$ cat src/rtl/ctrl_pkg.sv
// Shared types and encodings for the control_unit sequencer.
// Instruction byte layout: [7:4] class, [3:0] field f.
package ctrl_pkg;

    typedef enum logic [2:0] {
        IDLE,
        FETCH,
        IWAIT,
        DECODE,
        EXEC1,
        EXEC2,
        MWAIT,
        HALT
    } state_t;

    localparam logic [3:0] OP_NOP  = 4'h0;
    localparam logic [3:0] OP_ALU  = 4'h1;
    localparam logic [3:0] OP_LDR  = 4'h2;
    localparam logic [3:0] OP_STR  = 4'h3;
    localparam logic [3:0] OP_LDM  = 4'h4;
    localparam logic [3:0] OP_STM  = 4'h5;
    localparam logic [3:0] OP_JMP  = 4'h6;
    localparam logic [3:0] OP_JMPN = 4'h7;
    localparam logic [3:0] OP_JMPL = 4'h8;
    localparam logic [3:0] OP_HALT = 4'hF;

    localparam logic [3:0] BUS_AC   = 4'hA;
    localparam logic [3:0] BUS_ALU  = 4'hB;
    localparam logic [3:0] BUS_DRAM = 4'hC;

    localparam logic [3:0] ALU_NOP = 4'h0;

    function automatic logic is_defined(input logic [3:0] cls);
        return (cls <= OP_JMPL) || (cls == OP_HALT);
    endfunction

    // Classes whose field names a general register and must be range-checked.
    function automatic logic uses_reg_field(input logic [3:0] cls);
        return (cls == OP_LDR) || (cls == OP_STR) || (cls == OP_JMP) ||
               (cls == OP_JMPN) || (cls == OP_JMPL);
    endfunction

endpackage

$ cat src/rtl/control_unit_if.sv
// Datapath-facing signal bundle of the control_unit sequencer.
// master = sequencer side, slave = datapath/memory side.
interface control_unit_if #(
    parameter int NREG = 8
);
    logic [7:0]      iram_data;
    logic            neg;
    logic            lsb;
    logic            iram_rd;
    logic            pc_inc;
    logic            pc_ld;
    logic [3:0]      alu_sel;
    logic [3:0]      bus_sel;
    logic            ac_we;
    logic [NREG-1:0] reg_we;
    logic            dram_rd;
    logic            dram_we;
    logic            halt;
    logic            illegal;

    modport master (
        input  iram_data, neg, lsb,
        output iram_rd, pc_inc, pc_ld, alu_sel, bus_sel, ac_we, reg_we,
               dram_rd, dram_we, halt, illegal
    );

    modport slave (
        output iram_data, neg, lsb,
        input  iram_rd, pc_inc, pc_ld, alu_sel, bus_sel, ac_we, reg_we,
               dram_rd, dram_we, halt, illegal
    );
endinterface

$ cat src/rtl/ctrl_decode.sv
// Moore output decode for control_unit: maps (state, IR, latched flags)
// to every strobe and select; purely combinational.
module ctrl_decode
    import ctrl_pkg::*;
#(
    parameter int NREG = 8
) (
    input  state_t          state,
    input  logic [7:0]      ir,
    input  logic            neg_q,
    input  logic            lsb_q,
    input  logic            mem_done,
    output logic            iram_rd,
    output logic            pc_inc,
    output logic            pc_ld,
    output logic [3:0]      alu_sel,
    output logic [3:0]      bus_sel,
    output logic            ac_we,
    output logic [NREG-1:0] reg_we,
    output logic            dram_rd,
    output logic            dram_we,
    output logic            halt,
    output logic            illegal
);
    logic [3:0] cls;
    logic [3:0] f;
    logic       field_ok;

    assign cls      = ir[7:4];
    assign f        = ir[3:0];
    assign field_ok = ({1'b0, f} < 5'(NREG));

    always_comb begin
        iram_rd = 1'b0;
        pc_inc  = 1'b0;
        pc_ld   = 1'b0;
        alu_sel = ALU_NOP;
        bus_sel = 4'h0;
        ac_we   = 1'b0;
        reg_we  = '0;
        dram_rd = 1'b0;
        dram_we = 1'b0;
        halt    = 1'b0;
        illegal = 1'b0;
        case (state)
            FETCH: begin
                iram_rd = 1'b1;
                pc_inc  = 1'b1;
            end
            DECODE: illegal = !is_defined(cls);
            EXEC1: begin
                // A bad register field suppresses every write/load strobe.
                if (uses_reg_field(cls) && !field_ok) begin
                    illegal = 1'b1;
                end else begin
                    case (cls)
                        OP_ALU: alu_sel = f;
                        OP_LDR: begin
                            bus_sel = f;
                            ac_we   = 1'b1;
                        end
                        OP_STR: begin
                            bus_sel = BUS_AC;
                            reg_we  = NREG'(1) << f;
                        end
                        OP_LDM: dram_rd = 1'b1;
                        OP_STM: begin
                            bus_sel = BUS_AC;
                            dram_we = 1'b1;
                        end
                        OP_JMP: begin
                            bus_sel = f;
                            pc_ld   = 1'b1;
                        end
                        OP_JMPN: begin
                            bus_sel = f;
                            pc_ld   = neg_q;
                        end
                        OP_JMPL: begin
                            bus_sel = f;
                            pc_ld   = lsb_q;
                        end
                        default: ;
                    endcase
                end
            end
            EXEC2: begin
                alu_sel = f;
                bus_sel = BUS_ALU;
                ac_we   = 1'b1;
            end
            MWAIT: begin
                if (mem_done) begin
                    bus_sel = BUS_DRAM;
                    ac_we   = 1'b1;
                end
            end
            HALT: halt = 1'b1;
            default: ;
        endcase
    end
endmodule

$ cat src/rtl/control_unit.sv
// Multi-cycle fetch/decode/execute sequencer for the 18-bit datapath.
// Holds the FSM, wait counter, IR and ALU flag latches; outputs come from ctrl_decode.
//
// state  | meaning
// IDLE   | one cycle after reset release
// FETCH  | iram_rd + pc_inc strobe
// IWAIT  | waiting IMEM_LAT cycles, IR captured on exit
// DECODE | dispatch on IR class
// EXEC1  | first execute cycle of every non-NOP/HALT class
// EXEC2  | ALU writeback, flags captured on exit
// MWAIT  | waiting DMEM_LAT cycles, AC loaded on last
// HALT   | stopped until reset
module control_unit
    import ctrl_pkg::*;
#(
    parameter int IMEM_LAT = 1,
    parameter int DMEM_LAT = 2,
    parameter int NREG     = 8
) (
    input  logic           clk,
    input  logic           rst_n,
    control_unit_if.master cu
);
    localparam logic [2:0] IMEM_LAST = 3'(IMEM_LAT - 1);
    localparam logic [2:0] DMEM_LAST = 3'(DMEM_LAT - 1);

    state_t     state;
    state_t     state_nxt;
    logic [2:0] cnt;
    logic [7:0] ir;
    logic       neg_q;
    logic       lsb_q;
    logic       iwait_done;
    logic       mwait_done;

    assign iwait_done = (state == IWAIT) && (cnt == IMEM_LAST);
    assign mwait_done = (state == MWAIT) && (cnt == DMEM_LAST);

    always_ff @(posedge clk or negedge rst_n) begin
        if (!rst_n) begin
            state <= IDLE;
            cnt   <= '0;
            ir    <= '0;
            neg_q <= 1'b0;
            lsb_q <= 1'b0;
        end else begin
            state <= state_nxt;
            // cnt holds completed cycles in the current wait state
            if ((state_nxt == state) && ((state == IWAIT) || (state == MWAIT)))
                cnt <= cnt + 3'd1;
            else
                cnt <= '0;
            if (iwait_done)
                ir <= cu.iram_data;
            if (state == EXEC2) begin
                neg_q <= cu.neg;
                lsb_q <= cu.lsb;
            end
        end
    end

    always_comb begin
        state_nxt = state;
        case (state)
            IDLE:   state_nxt = FETCH;
            FETCH:  state_nxt = IWAIT;
            IWAIT:  if (iwait_done) state_nxt = DECODE;
            DECODE: begin
                if (ir[7:4] == OP_NOP)
                    state_nxt = FETCH;
                else if (ir[7:4] == OP_HALT)
                    state_nxt = HALT;
                else if (is_defined(ir[7:4]))
                    state_nxt = EXEC1;
                else
                    state_nxt = FETCH;
            end
            EXEC1: begin
                if (ir[7:4] == OP_ALU)
                    state_nxt = EXEC2;
                else if (ir[7:4] == OP_LDM)
                    state_nxt = MWAIT;
                else
                    state_nxt = FETCH;
            end
            EXEC2:  state_nxt = FETCH;
            MWAIT:  if (mwait_done) state_nxt = FETCH;
            HALT:   state_nxt = HALT;
            default: state_nxt = IDLE;
        endcase
    end

    ctrl_decode #(
        .NREG (NREG)
    ) u_decode (
        .state    (state),
        .ir       (ir),
        .neg_q    (neg_q),
        .lsb_q    (lsb_q),
        .mem_done (mwait_done),
        .iram_rd  (cu.iram_rd),
        .pc_inc   (cu.pc_inc),
        .pc_ld    (cu.pc_ld),
        .alu_sel  (cu.alu_sel),
        .bus_sel  (cu.bus_sel),
        .ac_we    (cu.ac_we),
        .reg_we   (cu.reg_we),
        .dram_rd  (cu.dram_rd),
        .dram_we  (cu.dram_we),
        .halt     (cu.halt),
        .illegal  (cu.illegal)
    );
endmodule

$ cat src/flat_wrapper.sv
// flat-port wrapper written by rule: the top's interface ports become plain ports
module control_unit_flat import ctrl_pkg::*;
#(
    parameter int IMEM_LAT = 1,
    parameter int DMEM_LAT = 2,
    parameter int NREG     = 8
)
  (clk, rst_n, cu_iram_data, cu_neg, cu_lsb, cu_iram_rd, cu_pc_inc, cu_pc_ld, cu_alu_sel, cu_bus_sel, cu_ac_we, cu_reg_we, cu_dram_rd, cu_dram_we, cu_halt, cu_illegal);
  control_unit_if #(.NREG(NREG)) cu_i ();
  input  logic clk;
  input  logic rst_n;
  input wire logic [$bits(cu_i.iram_data)-1:0] cu_iram_data;
  input wire logic [$bits(cu_i.neg)-1:0] cu_neg;
  input wire logic [$bits(cu_i.lsb)-1:0] cu_lsb;
  output wire logic [$bits(cu_i.iram_rd)-1:0] cu_iram_rd;
  output wire logic [$bits(cu_i.pc_inc)-1:0] cu_pc_inc;
  output wire logic [$bits(cu_i.pc_ld)-1:0] cu_pc_ld;
  output wire logic [$bits(cu_i.alu_sel)-1:0] cu_alu_sel;
  output wire logic [$bits(cu_i.bus_sel)-1:0] cu_bus_sel;
  output wire logic [$bits(cu_i.ac_we)-1:0] cu_ac_we;
  output wire logic [$bits(cu_i.reg_we)-1:0] cu_reg_we;
  output wire logic [$bits(cu_i.dram_rd)-1:0] cu_dram_rd;
  output wire logic [$bits(cu_i.dram_we)-1:0] cu_dram_we;
  output wire logic [$bits(cu_i.halt)-1:0] cu_halt;
  output wire logic [$bits(cu_i.illegal)-1:0] cu_illegal;
  assign cu_i.iram_data = cu_iram_data;
  assign cu_i.neg = cu_neg;
  assign cu_i.lsb = cu_lsb;
  assign cu_iram_rd = cu_i.iram_rd;
  assign cu_pc_inc = cu_i.pc_inc;
  assign cu_pc_ld = cu_i.pc_ld;
  assign cu_alu_sel = cu_i.alu_sel;
  assign cu_bus_sel = cu_i.bus_sel;
  assign cu_ac_we = cu_i.ac_we;
  assign cu_reg_we = cu_i.reg_we;
  assign cu_dram_rd = cu_i.dram_rd;
  assign cu_dram_we = cu_i.dram_we;
  assign cu_halt = cu_i.halt;
  assign cu_illegal = cu_i.illegal;
  control_unit #(.IMEM_LAT(IMEM_LAT), .DMEM_LAT(DMEM_LAT), .NREG(NREG)) u_core (.clk(clk), .rst_n(rst_n), .cu(cu_i));
endmodule
$ cat config.mk
export PLATFORM = sky130hd
export DESIGN_NAME = control_unit_flat
export DESIGN_NICKNAME = d
export VERILOG_FILES = /design/src/rtl/ctrl_pkg.sv /design/src/rtl/control_unit_if.sv /design/src/rtl/ctrl_decode.sv /design/src/rtl/control_unit.sv /design/src/flat_wrapper.sv
export SDC_FILE = /design/constraint.sdc
export NUM_CORES = 1
export LEC_CHECK = 0
export CAP_MARGIN = 20
export CORE_MARGIN = 2
export CORE_UTILIZATION = 33
export DETAILED_ROUTE_END_ITERATION = 10
export HOLD_SLACK_MARGIN = 0.08
export SYNTH_ARGS = -nofsm -noshare
export SYNTH_HDL_FRONTEND = slang
export SYNTH_HIERARCHICAL = 1
export SYNTH_SLANG_ARGS = --single-unit
$ cat constraint.sdc
create_clock -name clk -period 4.1 [get_ports clk]
set_input_delay 0.615 -clock clk [delete_from_list [all_inputs] [get_ports clk]]
set_output_delay 0.615 -clock clk [all_outputs]
set_load 0.02 [all_outputs]
After elaboration in Yosys (flattened, before gate mapping)
Index checks and enable logic that the tools add are counted.

Bits in registers: 16. Output and inout bits: 24. Logic and storage cells: 81.

$add $sub $neg: 1. Magnitude comparators: 2. Equal/unequal tests: 18. Shift operators: 1. Muxes and demuxes: 36. Reductions and logical operators: 18.

Operators by type and width (count): two-way mux 3 bit (8); two-way mux 8 bit (3); one-hot mux 3 bit (7 select lines) (1); == test 4 x 3 -> 1 bit, second input constant (4); two-way mux 4 bit (4); one-hot mux 4 bit (2 select lines) (2); two-way mux 1 bit (14); == test 3 bit, second input constant (4); one-hot mux 4 bit (3 select lines) (1); == test 4 x 2 -> 1 bit, second input constant (2); == test 4 bit, second input constant (2); << shifter 1 x 4 -> 8 bit, first input constant (1); == test 3 x 1 -> 1 bit, second input constant (2); == test 3 x 2 -> 1 bit, second input constant (2); logical NOT 3 bit (2); logical OR 1 bit (6); one-hot mux 1 bit (3 select lines) (2); == test 4 x 1 -> 1 bit, second input constant (1); less-or-equal comparator 4 bit, second input constant (1); logical AND 1 bit (4); logical NOT 4 bit (1); < comparator 4 bit, second input constant (1); OR reduction 2 bit (2); OR reduction 4 bit (1); 4 further kinds (5).

Depth between registers and ports, before layout
Gate-level depths: netlist of the first run.

Word-level depth: 9. Mapped depth: 8. Depth with buffers taken out: 8.

Modules after synthesis
The synthesis of the first run kept the hierarchy.

By module, submodules not included: control_unit (times used 1, cells an instance 76, area each 828.3 um^2, seq. area each 400.4 um^2); ctrl_decode (times used 1, cells an instance 71, area each 480.5 um^2, seq. area each 0.0 um^2).

Least setup slack after synthesis of the first run
Ideal clock, no wire load.

Kind: register to output. Start point: reg u_core.ir[4]. End point: out cu_reg_we[0]. Data arrival time: 1853 ps. Required time: 3485 ps. Slack: 1632 ps. Cell stages (with the launch flop): 5. Path through: dfrtp_1 > clkbuf_2 > nand2_1 > or4b_4 > nor4_1.

Cells in the longest elaborated chain, start to end: 8.

Ends and longest elaborated chain: start, declared (RTL line control_unit.sv:30) `logic [7:0] ir;`; start signal, assigned (RTL line control_unit.sv:54) `ir <= cu.iram_data;`; == test 4 x 2 -> 1 bit, on equally long branches (RTL line ctrl_pkg.sv:39, ctrl_decode.sv:56); logical OR 1 bit (3 in series) (RTL line ctrl_pkg.sv:39) `return (cls == OP_LDR) || (cls == OP_STR) || (cls == OP_JMP) ||`; logical OR 1 bit (RTL line ctrl_pkg.sv:40) `(cls == OP_JMPN) || (cls == OP_JMPL);`; logical AND 1 bit (RTL line ctrl_decode.sv:53) `if (uses_reg_field(cls) && !field_ok) begin`; two-way mux 8 bit (*) (RTL line ctrl_decode.sv:53); two-way mux 8 bit (*) (RTL line ctrl_decode.sv:45) `case (state)`; end, declared (RTL line flat_wrapper.sv:21) `output wire logic [$bits(cu_i.reg_we)-1:0] cu_reg_we;`.

Every way passes the cells marked *; elsewhere a longest branch is shown, timed or not.

Final worst setup path of the first run
Start point: reg u_core.ir[5]. End point: out cu_reg_we[0].

Same word-level chain as after synthesis.

==> flow_metrics.py, run 1 <==
metrics = {
    "worst_setup_path": {
        "crit_path_start_kind": "flip-flop",
        "crit_buf_inv": 1,
        "max_stage_delay_ns": 0.74,
        "cp.required_ns": 3.48,
        "crit_slowest_cell": "dfrtp_1",
        "path_cells": "nand2_1 -> or4b_4 -> nor4_1 -> clkdlybuf4s50_1",
        "worstPathArrival_ns": 2.55,
        "crit_family": "simple AND/OR/NAND/NOR gates",
        "crit_path_max_fanout": 20,
        "critical_path_class": "flip-flop to output pin",
        "end_kind": "output pin",
    },
    "logic_synthesis": {
        "yosysTopAreaCellShare": 0.306,
        "synthArstFlopShare": 1.00,
        "ys.warnings.count": 6,
        "synth.most_common_cell": "dfrtp_1",
        "synthTopCellsByArea": "dfrtp_1, mux2_2, nor2b_1, nor2_1, ha_1",
        "yosysUniqueCellTypes": 48,
        "syn_inst": 147,
        "yosysSeqAreaShare": 0.306,
        "syn_avg_cell_area_sq_um": 8.90,
        "ys_ff_latch": 16,
        "synth_largest_area_cell": "dfrtp_1",
        "synth_fp_nets": 162,
        "yosys-top-cells-count": "dfrtp_1, nor2_1, mux2_2",
        "synth.cell_area_sq_mm": 0.00131,
        "synth-main-ff-cell": "dfrtp_1",
        "synth_edf_count": 0,
    },
    "final_layout": {
        "utilization": 0.459,
        "layout.nets": 192,
        "multi_input_area_sq_um": 820,
        "drive_gt1_frac": 0.119,
        "area_growth_syn_to_layout_pct": 31.4,
        "antenna_cells": 0,
        "register_area_sq_um": 400,
        "fillers": 396,
    },
    "global_routing": {
        "grt_antenna_before_repair": 0,
        "grt_overflow": 0,
        "grt_pass1_vias": 1199,
        "grtUsageTotal": 0.155,
        "grt_max_degree": 21,
        "grt_pass1_wl_microns": 5380,
    },
    "sta": {
        "tns_ns": 0,
        "final_max_slew_viol_count": 0,
        "finalHoldViolCount": 0,
        "period_share": 0.771,
        "fmax_ghz": 0.316,
        "min_period_ns": 3.16,
        "worst_slew_pin_slew_ns": 0.689,
        "setup_viol": 0,
        "maxSlewHeadroom": 0.539,
        "rsz0062_at_grt": "false",
        "final.setup_skew_ns": 0.000686,
    },
    "route": {
        "wl_per_cell_microns": 13.8,
        "vias": 1215,
        "drc_errors": 0,
        "avgViaCountPerCell": 5.42,
        "drt-initial-drc-count": 75,
        "first_pass_iters": 6,
        "ant_nets": 0,
        "finalWirelength_microns": 3090,
    },
    "clock_tree": {
        "ctsResizeCount": 0,
        "ctsRootBufferMaster": "clkbuf_8",
        "path_clk_slew_ns": 0.06,
        "htreeDepth": 1,
        "post_cts.repair.setup_buffers": 0,
        "clock_latency_ns": 0.25,
        "cts_inserted_buffers": 3,
        "holdBufCountCts": 0,
        "cts_tree": "done",
        "clock_sinks": 16,
        "cts_buffer_depth": 2,
    },
    "die": {
        "dieWidth_microns": 67.0,
        "die_h_microns": 67.0,
        "io_pins": 36,
        "num_rows": 22,
        "coreArea_sq_mm": 0.00374,
        "start_util": 0.350,
        "dieArea_sq_mm": 0.00449,
    },
    "power_and_ir_drop": {
        "irDropWorstVdd_uv": 374,
        "power_leakage_uw": 0.000656,
        "p_per_area_mw_per_mm2": 655,
    },
    "placed_design": {
        "port_buffers": 35,
        "hpwl_microns": 2360,
        "finalWeightedCongestion": 0.779,
    },
    "run": {
        "max-cap-violations": 0,
    },
    "min_path": {
        "hold_path.class": "flip-flop to flip-flop",
    },
    "status": {
        "status": "finished, final reports clean",
    },
}
## metal layers
metal,part of all wire,up-vias,GRT usage,wire length [microns]
li1,-,596,-,-
met4,0.0097,0,0.0408,30
met5,0,-,0,0
met1,0.48,594,0.203,1480
met3,0.031,5,0.0203,95
met2,0.48,20,0.266,1490
## cell type report
cell class,count,share of cell area
Tap cell,48,0.0349
Inverter,9,0.0197
Sequential cell,16,0.233
Multi-Input combinational cell,112,0.477
Clock buffer,4,0.0320
Timing Repair Buffer,35,0.204
## layout by cell type, fill, tap and decap left out, types with 3 or more instances in the layout
| master | netlist | routed |
|---|---|---|
| a21o_1 | 3 | 3 |
| a21oi_1 | 4 | 4 |
| and3b_1 | 4 | 4 |
| clkbuf_8 | 0 | 4 |
| clkdlybuf4s50_1 | 0 | 35 |
| dfrtp_1 | 16 | 16 |
| ha_1 | 3 | 3 |
| inv_1 | 8 | 8 |
| mux2_2 | 10 | 10 |
| nand2_1 | 7 | 7 |
| nand3_1 | 6 | 6 |
| nor2_1 | 12 | 12 |
| nor2b_1 | 8 | 8 |
| nor3_1 | 5 | 5 |
| nor3b_1 | 3 | 3 |
| nor4_1 | 4 | 4 |
| o21ai_0 | 6 | 6 |
## registers in the layout, indices dropped and copies added, names as in the netlist
register,cells
u_core/lsb_q,1
u_core/state,3
u_core/ir,8
u_core/cnt,3
u_core/neg_q,1
## report_power, final
part,switching [uW],leakage (uW),internal (uW),total (uW)
Clock,50.6,0.0000288,85.1,136
Sequential,223,0.000194,224,447
Combinational,248,0.000433,295,543
## through the flow
stage / std cells / instance area [sq um] / hold WS, ns / total power (uW) / worst slack, ns
after floorplan: 147 / 1310 / 0.319 / 834 / 1.63
after global placement: 220 / 1660 / 0.476 / 975 / 1.32
after detailed placement: 220 / 1660 / 0.483 / 994 / 1.21
after CTS: 224 / 1720 / 0.491 / 1130 / 0.934
after global routing: 224 / 1720 / 0.518 / 1230 / 0.829
final: 224 / 1720 / 0.487 / 1130 / 0.937
## kinds of logic after synthesis
group / share of synthesized area
simple gates: 0.322
buf+inv: 0.0679
xor+xnor: 0.0268
flops: 0.306
mux: 0.0860
compound gates: 0.163
fa+ha+maj: 0.0287
## final timing paths
check / slack, ns / cells past startpoint / to / start
max: 0.94 / 4 / cu_reg_we[0] / u_core/ir[5]
min: 0.49 / 1 / u_core/cnt[0] / u_core/cnt[0]
max reg2reg: 2.27 / 3 / u_core/ir[1] / u_core/state[1]
min reg2reg: 0.49 / 1 / u_core/cnt[0] / u_core/cnt[0]
max in group asynchronous: 2.88 / 1 / u_core/neg_q / rst_n
min in group asynchronous: 0.78 / 1 / u_core/ir[2] / rst_n
No activity file was read; power rests on OpenSTA's default activity.
==> run 2: changes to the inputs <==
==> constraint.sdc (replaced) <==
create_clock -name clk -period 3.1 [get_ports clk]
set_input_delay 0.465 -clock clk [delete_from_list [all_inputs] [get_ports clk]]
set_output_delay 0.465 -clock clk [all_outputs]
set_load 0.02 [all_outputs]
==> flow_metrics.py, run 2 (synthesis gave the netlist of run 1 again) <==
metrics = {
    "clock_tree": {
        "htreeDepth": 1,
        "clock_sinks": 16,
        "path_clk_slew_ns": 0.06,
        "cts_buffer_depth": 2,
        "ctsResizeCount": 0,
        "cts_inserted_buffers": 3,
        "holdBufCountCts": 0,
        "cts_tree": "done",
        "ctsRootBufferMaster": "clkbuf_8",
        "clock_latency_ns": 0.25,
        "post_cts.repair.setup_buffers": 0,
    },
    "route": {
        "avgViaCountPerCell": 5.33,
        "finalWirelength_microns": 3120,
        "vias": 1221,
        "drc_errors": 0,
        "drt-initial-drc-count": 102,
        "ant_nets": 0,
        "wl_per_cell_microns": 13.6,
        "first_pass_iters": 4,
    },
    "sta": {
        "hold_slack_ns": 0.494,
        "min_period_ns": 2.91,
        "final_max_slew_viol_count": 0,
        "finalHoldViolCount": 0,
        "period_share": 0.937,
        "setup_viol": 0,
        "worst_slew_pin_slew_ns": 0.704,
        "tns_ns": 0,
        "final.setup_skew_ns": 0.00206,
        "fmax_ghz": 0.344,
        "rsz0062_at_grt": "false",
        "maxSlewHeadroom": 0.529,
    },
    "final_layout": {
        "final_area_sq_mm": 0.00176,
        "layout.nets": 197,
        "final_cell_mix": "clkdlybuf4s50_1, dfrtp_1, nor2_1",
        "antenna_cells": 0,
        "reg_top3": "u_core/ir (8), u_core/cnt (3), u_core/state (3)",
        "drive_gt1_frac": 0.149,
        "largest_register_ffs": 8,
        "utilization": 0.470,
        "area_growth_syn_to_layout_pct": 34.3,
        "layout_commonest_cell": "clkdlybuf4s50_1",
        "regMostFlops": "u_core/ir",
    },
    "status": {
        "status": "finished, final reports clean",
    },
    "global_routing": {
        "grt_overflow": 0,
        "grt_max_degree": 21,
        "grt_antenna_before_repair": 0,
        "grt_pass1_wl_microns": 5180,
        "grtUsageTotal": 0.151,
        "grt_pass1_vias": 1140,
    },
    "run": {
        "max-cap-violations": 0,
    },
    "die": {
        "start_util": 0.350,
        "dieWidth_microns": 67.0,
        "coreArea_sq_mm": 0.00374,
        "io_pins": 36,
        "dieArea_sq_mm": 0.00449,
        "num_rows": 22,
        "die_h_microns": 67.0,
    },
    "worst_setup_path": {
        "max_stage_delay_ns": 0.65,
        "worstSetupStartpoint": "u_core/ir[6]",
        "critical_path_class": "flip-flop to output pin",
        "crit_path_max_fanout": 15,
        "worstPathArrival_ns": 2.44,
        "crit_slowest_cell": "clkdlybuf4s50_1",
        "crit_path_start_kind": "flip-flop",
        "path_cells": "nor2_2 -> or4b_4 -> nor4_1 -> clkdlybuf4s50_1",
        "reg2reg_depth": 4,
        "r2r_slack_ns": 1.22,
        "r2r-start": "u_core/state[0]",
        "r2r_end": "u_core/ir[1]",
        "end_kind": "output pin",
        "cp.required_ns": 2.63,
    },
    "power_and_ir_drop": {
        "power_leakage_uw": 0.000679,
        "finalPower_uw": 1550,
        "irDropWorstVdd_uv": 464,
        "p_per_area_mw_per_mm2": 879,
    },
    "min_path": {
        "hold_path_depth": 1,
        "hold_path.class": "flip-flop to flip-flop",
        "hold_path_end": "u_core/cnt[0]",
        "min_from": "u_core/cnt[0]",
    },
    "placed_design": {
        "hpwl_microns": 2450,
        "port_buffers": 35,
        "finalWeightedCongestion": 0.787,
        "placed_area_sq_mm": 0.00170,
    },
}
run 2: through the flow:
stage / cells / setup WS, ns
2_1_floorplan: 147 / 0.782
3_3_place_gp: 225 / 0.471
3_5_place_dp: 225 / 0.397
4_1_cts: 229 / 0.117
5_1_grt: 229 / 0.0264
6_report: 229 / 0.194
run 2: area by class of cell:
type                    instances  area [sq um]
inverters                       9          33.8
clock buffers                   4          55.1
multi-input cells             112           820
flip-flops and latches         16           402
repair buffers                 40           388
fillers                       391          1990
well taps                      48          60.1
run 2: power breakdown:
group,switching [uW],internal (uW)
Clock,71.6,113
Combinational,399,427
Sequential,235,300
run 2: worst max path at each step:
stage                                to  slack [ns]  cells past startpoint
after floorplan            cu_reg_we[0]        0.78                      4
after global placement     cu_reg_we[0]        0.47                      4
after detailed placement   cu_reg_we[0]        0.40                      4
after CTS                  cu_reg_we[0]        0.12                      4
after global routing      cu_bus_sel[3]        0.03                      7
final                      cu_reg_we[0]        0.19                      4
run 2: critical path: cells and delay by family, from the launching register on:
kind / cells / cell delay, ns
buffers and inverters: 1 / 0.65
DFF: 1 / 0.58
and+or+nand+nor: 3 / 0.96
run 2: layer usage:
layer,wire [microns],track usage
met5,0,0
met3,111,0.0152
met2,1440,0.261
met1,1530,0.191
met4,48,0.0612
==> run 3: changes to the inputs <==
--- a/config.mk
+++ b/config.mk
@@ -6,7 +6,7 @@
 export NUM_CORES = 1
 export LEC_CHECK = 0
 export CAP_MARGIN = 20
-export CORE_MARGIN = 2
+export CORE_MARGIN = 3
 export CORE_UTILIZATION = 33
 export DETAILED_ROUTE_END_ITERATION = 10
 export HOLD_SLACK_MARGIN = 0.08
==> flow_metrics.py, run 3 (synthesis gave the netlist of run 1 again) <==
metrics = {
    "status": {
        "status": "finished, final reports clean",
    },
    "global_routing": {
        "grt_antenna_before_repair": 0,
        "grt_overflow": 0,
        "grt_pass1_vias": 1143,
        "grt_max_degree": 17,
        "grt_pass1_wl_microns": 5470,
        "grtUsageTotal": 0.152,
    },
    "clock_tree": {
        "post_cts.repair.setup_buffers": 0,
        "cts_tree": "done",
        "cts_inserted_buffers": 3,
        "cts_buffer_depth": 2,
        "clock_sinks": 16,
        "path_clk_slew_ns": 0.06,
        "ctsRootBufferMaster": "clkbuf_8",
        "holdBufCountCts": 0,
        "ctsResizeCount": 0,
        "clock_latency_ns": 0.25,
        "htreeDepth": 1,
    },
    "sta": {
        "tns_ns": 0,
        "final_max_slew_viol_count": 0,
        "hold_slack_ns": 0.499,
        "maxSlewHeadroom": 0.515,
        "finalHoldViolCount": 0,
        "fmax_ghz": 0.347,
        "setup_viol": 0,
        "period_share": 0.931,
        "min_period_ns": 2.88,
        "final.setup_skew_ns": 0.00414,
        "worst_slew_pin_slew_ns": 0.725,
        "rsz0062_at_grt": "false",
    },
    "worst_setup_path": {
        "end_kind": "output pin",
        "worstPathArrival_ns": 2.42,
        "crit_slowest_cell": "clkdlybuf4s50_1",
        "path_cells": "nor3b_1 -> a32oi_1 -> nor2b_1 -> clkdlybuf4s50_1",
        "crit_family": "simple AND/OR/NAND/NOR gates",
        "critical_path_class": "flip-flop to output pin",
        "crit_path_start_kind": "flip-flop",
        "crit_buf_inv": 1,
        "cp.required_ns": 2.63,
        "max_stage_delay_ns": 0.63,
        "crit_path_max_fanout": 15,
    },
    "power_and_ir_drop": {
        "p_per_area_mw_per_mm2": 889,
        "irDropWorstVdd_uv": 487,
        "power_leakage_uw": 0.000690,
    },
    "route": {
        "first_pass_iters": 4,
        "ant_nets": 0,
        "avgViaCountPerCell": 5.35,
        "drt-initial-drc-count": 50,
        "drc_errors": 0,
        "vias": 1235,
        "finalWirelength_microns": 3400,
        "wl_per_cell_microns": 14.7,
    },
    "final_layout": {
        "reg_top3": "u_core/ir (8), u_core/cnt (3), u_core/state (3)",
        "layout_commonest_cell": "clkdlybuf4s50_1",
        "multi_input_area_sq_um": 820,
        "register_area_sq_um": 400,
        "antenna_cells": 0,
        "layout.nets": 199,
        "drive_gt1_frac": 0.153,
        "regMostFlops": "u_core/ir",
        "final_cell_mix": "clkdlybuf4s50_1, dfrtp_1, nor2_1",
        "fillers": 375,
        "area_growth_syn_to_layout_pct": 35.4,
        "largest_register_ffs": 8,
    },
    "die": {
        "io_pins": 36,
        "dieWidth_microns": 69.0,
        "num_rows": 22,
        "dieArea_sq_mm": 0.00476,
        "coreArea_sq_mm": 0.00374,
        "die_h_microns": 69.0,
        "start_util": 0.350,
    },
    "placed_design": {
        "hpwl_microns": 2760,
        "finalWeightedCongestion": 0.887,
        "port_buffers": 35,
    },
    "run": {
        "max-cap-violations": 0,
    },
    "min_path": {
        "hold_path.class": "flip-flop to flip-flop",
    },
}
==> run 3: changes by cell type in the layout (fill, tap and decap cells not counted), sizes merged <==
| cell | before | now |
|---|---|---|
| buf | 5 | 7 |
==> run 3: through the flow <==
stage | instances | util | cell area [sq um] | setup WS [ns] | power, uW
3_5_place_dp | 227 | 0.459 | 1720 | 0.479 | 1400
6_report | 231 | 0.473 | 1770 | 0.215 | 1580
5_1_grt | 231 | 0.473 | 1770 | 0.0525 | 1700
4_1_cts | 231 | 0.473 | 1770 | 0.206 | 1580
3_3_place_gp | 227 | 0.459 | 1720 | 0.556 | 1370
2_1_floorplan | 147 | - | 1310 | 0.782 | 1100
==> run 3: power breakdown <==
part           internal, uW  leakage (uW)  switching (uW)  total (uW)
clock network           112     0.0000288            68.2         181
registers               299      0.000194             212         511
logic                   445      0.000467             439         884
==> run 3: worst register-to-register path: stages, from the launching register on <==
cell and delay [ns]:
dfrtp_1 0.59, inv_2 0.12, nor4_4 0.57, mux2_2 0.42
==> run 3: area by class of cell <==
type / instances / share of cell area
Sequential cell: 16 / 0.226
Timing Repair Buffer: 42 / 0.227
Tap cell: 48 / 0.0339
Clock buffer: 4 / 0.0311
Inverter: 9 / 0.0191
Multi-Input combinational cell: 112 / 0.463
==> run 3: path summary, 6_finish.rpt <==
path	depth (start not counted)	endpoint	startpoint	slack [ns]
max	4	cu_alu_sel[2]	u_core/state[1]	0.22
min	1	u_core/cnt[0]	u_core/cnt[0]	0.50
max reg2reg	3	u_core/ir[1]	u_core/state[1]	1.29
min reg2reg	1	u_core/cnt[0]	u_core/cnt[0]	0.50
max in group asynchronous	1	u_core/neg_q	rst_n	1.99
min in group asynchronous	1	u_core/cnt[1]	rst_n	0.65
==> run 3: layer usage <==
metal  up-vias  global-route usage  wire length, microns
met5         -                   0                     0
met2        35               0.262                  1750
met4         0              0.0414                     9
li1        606                   -                     -
met1       592               0.200                  1510
met3         2              0.0162                   137
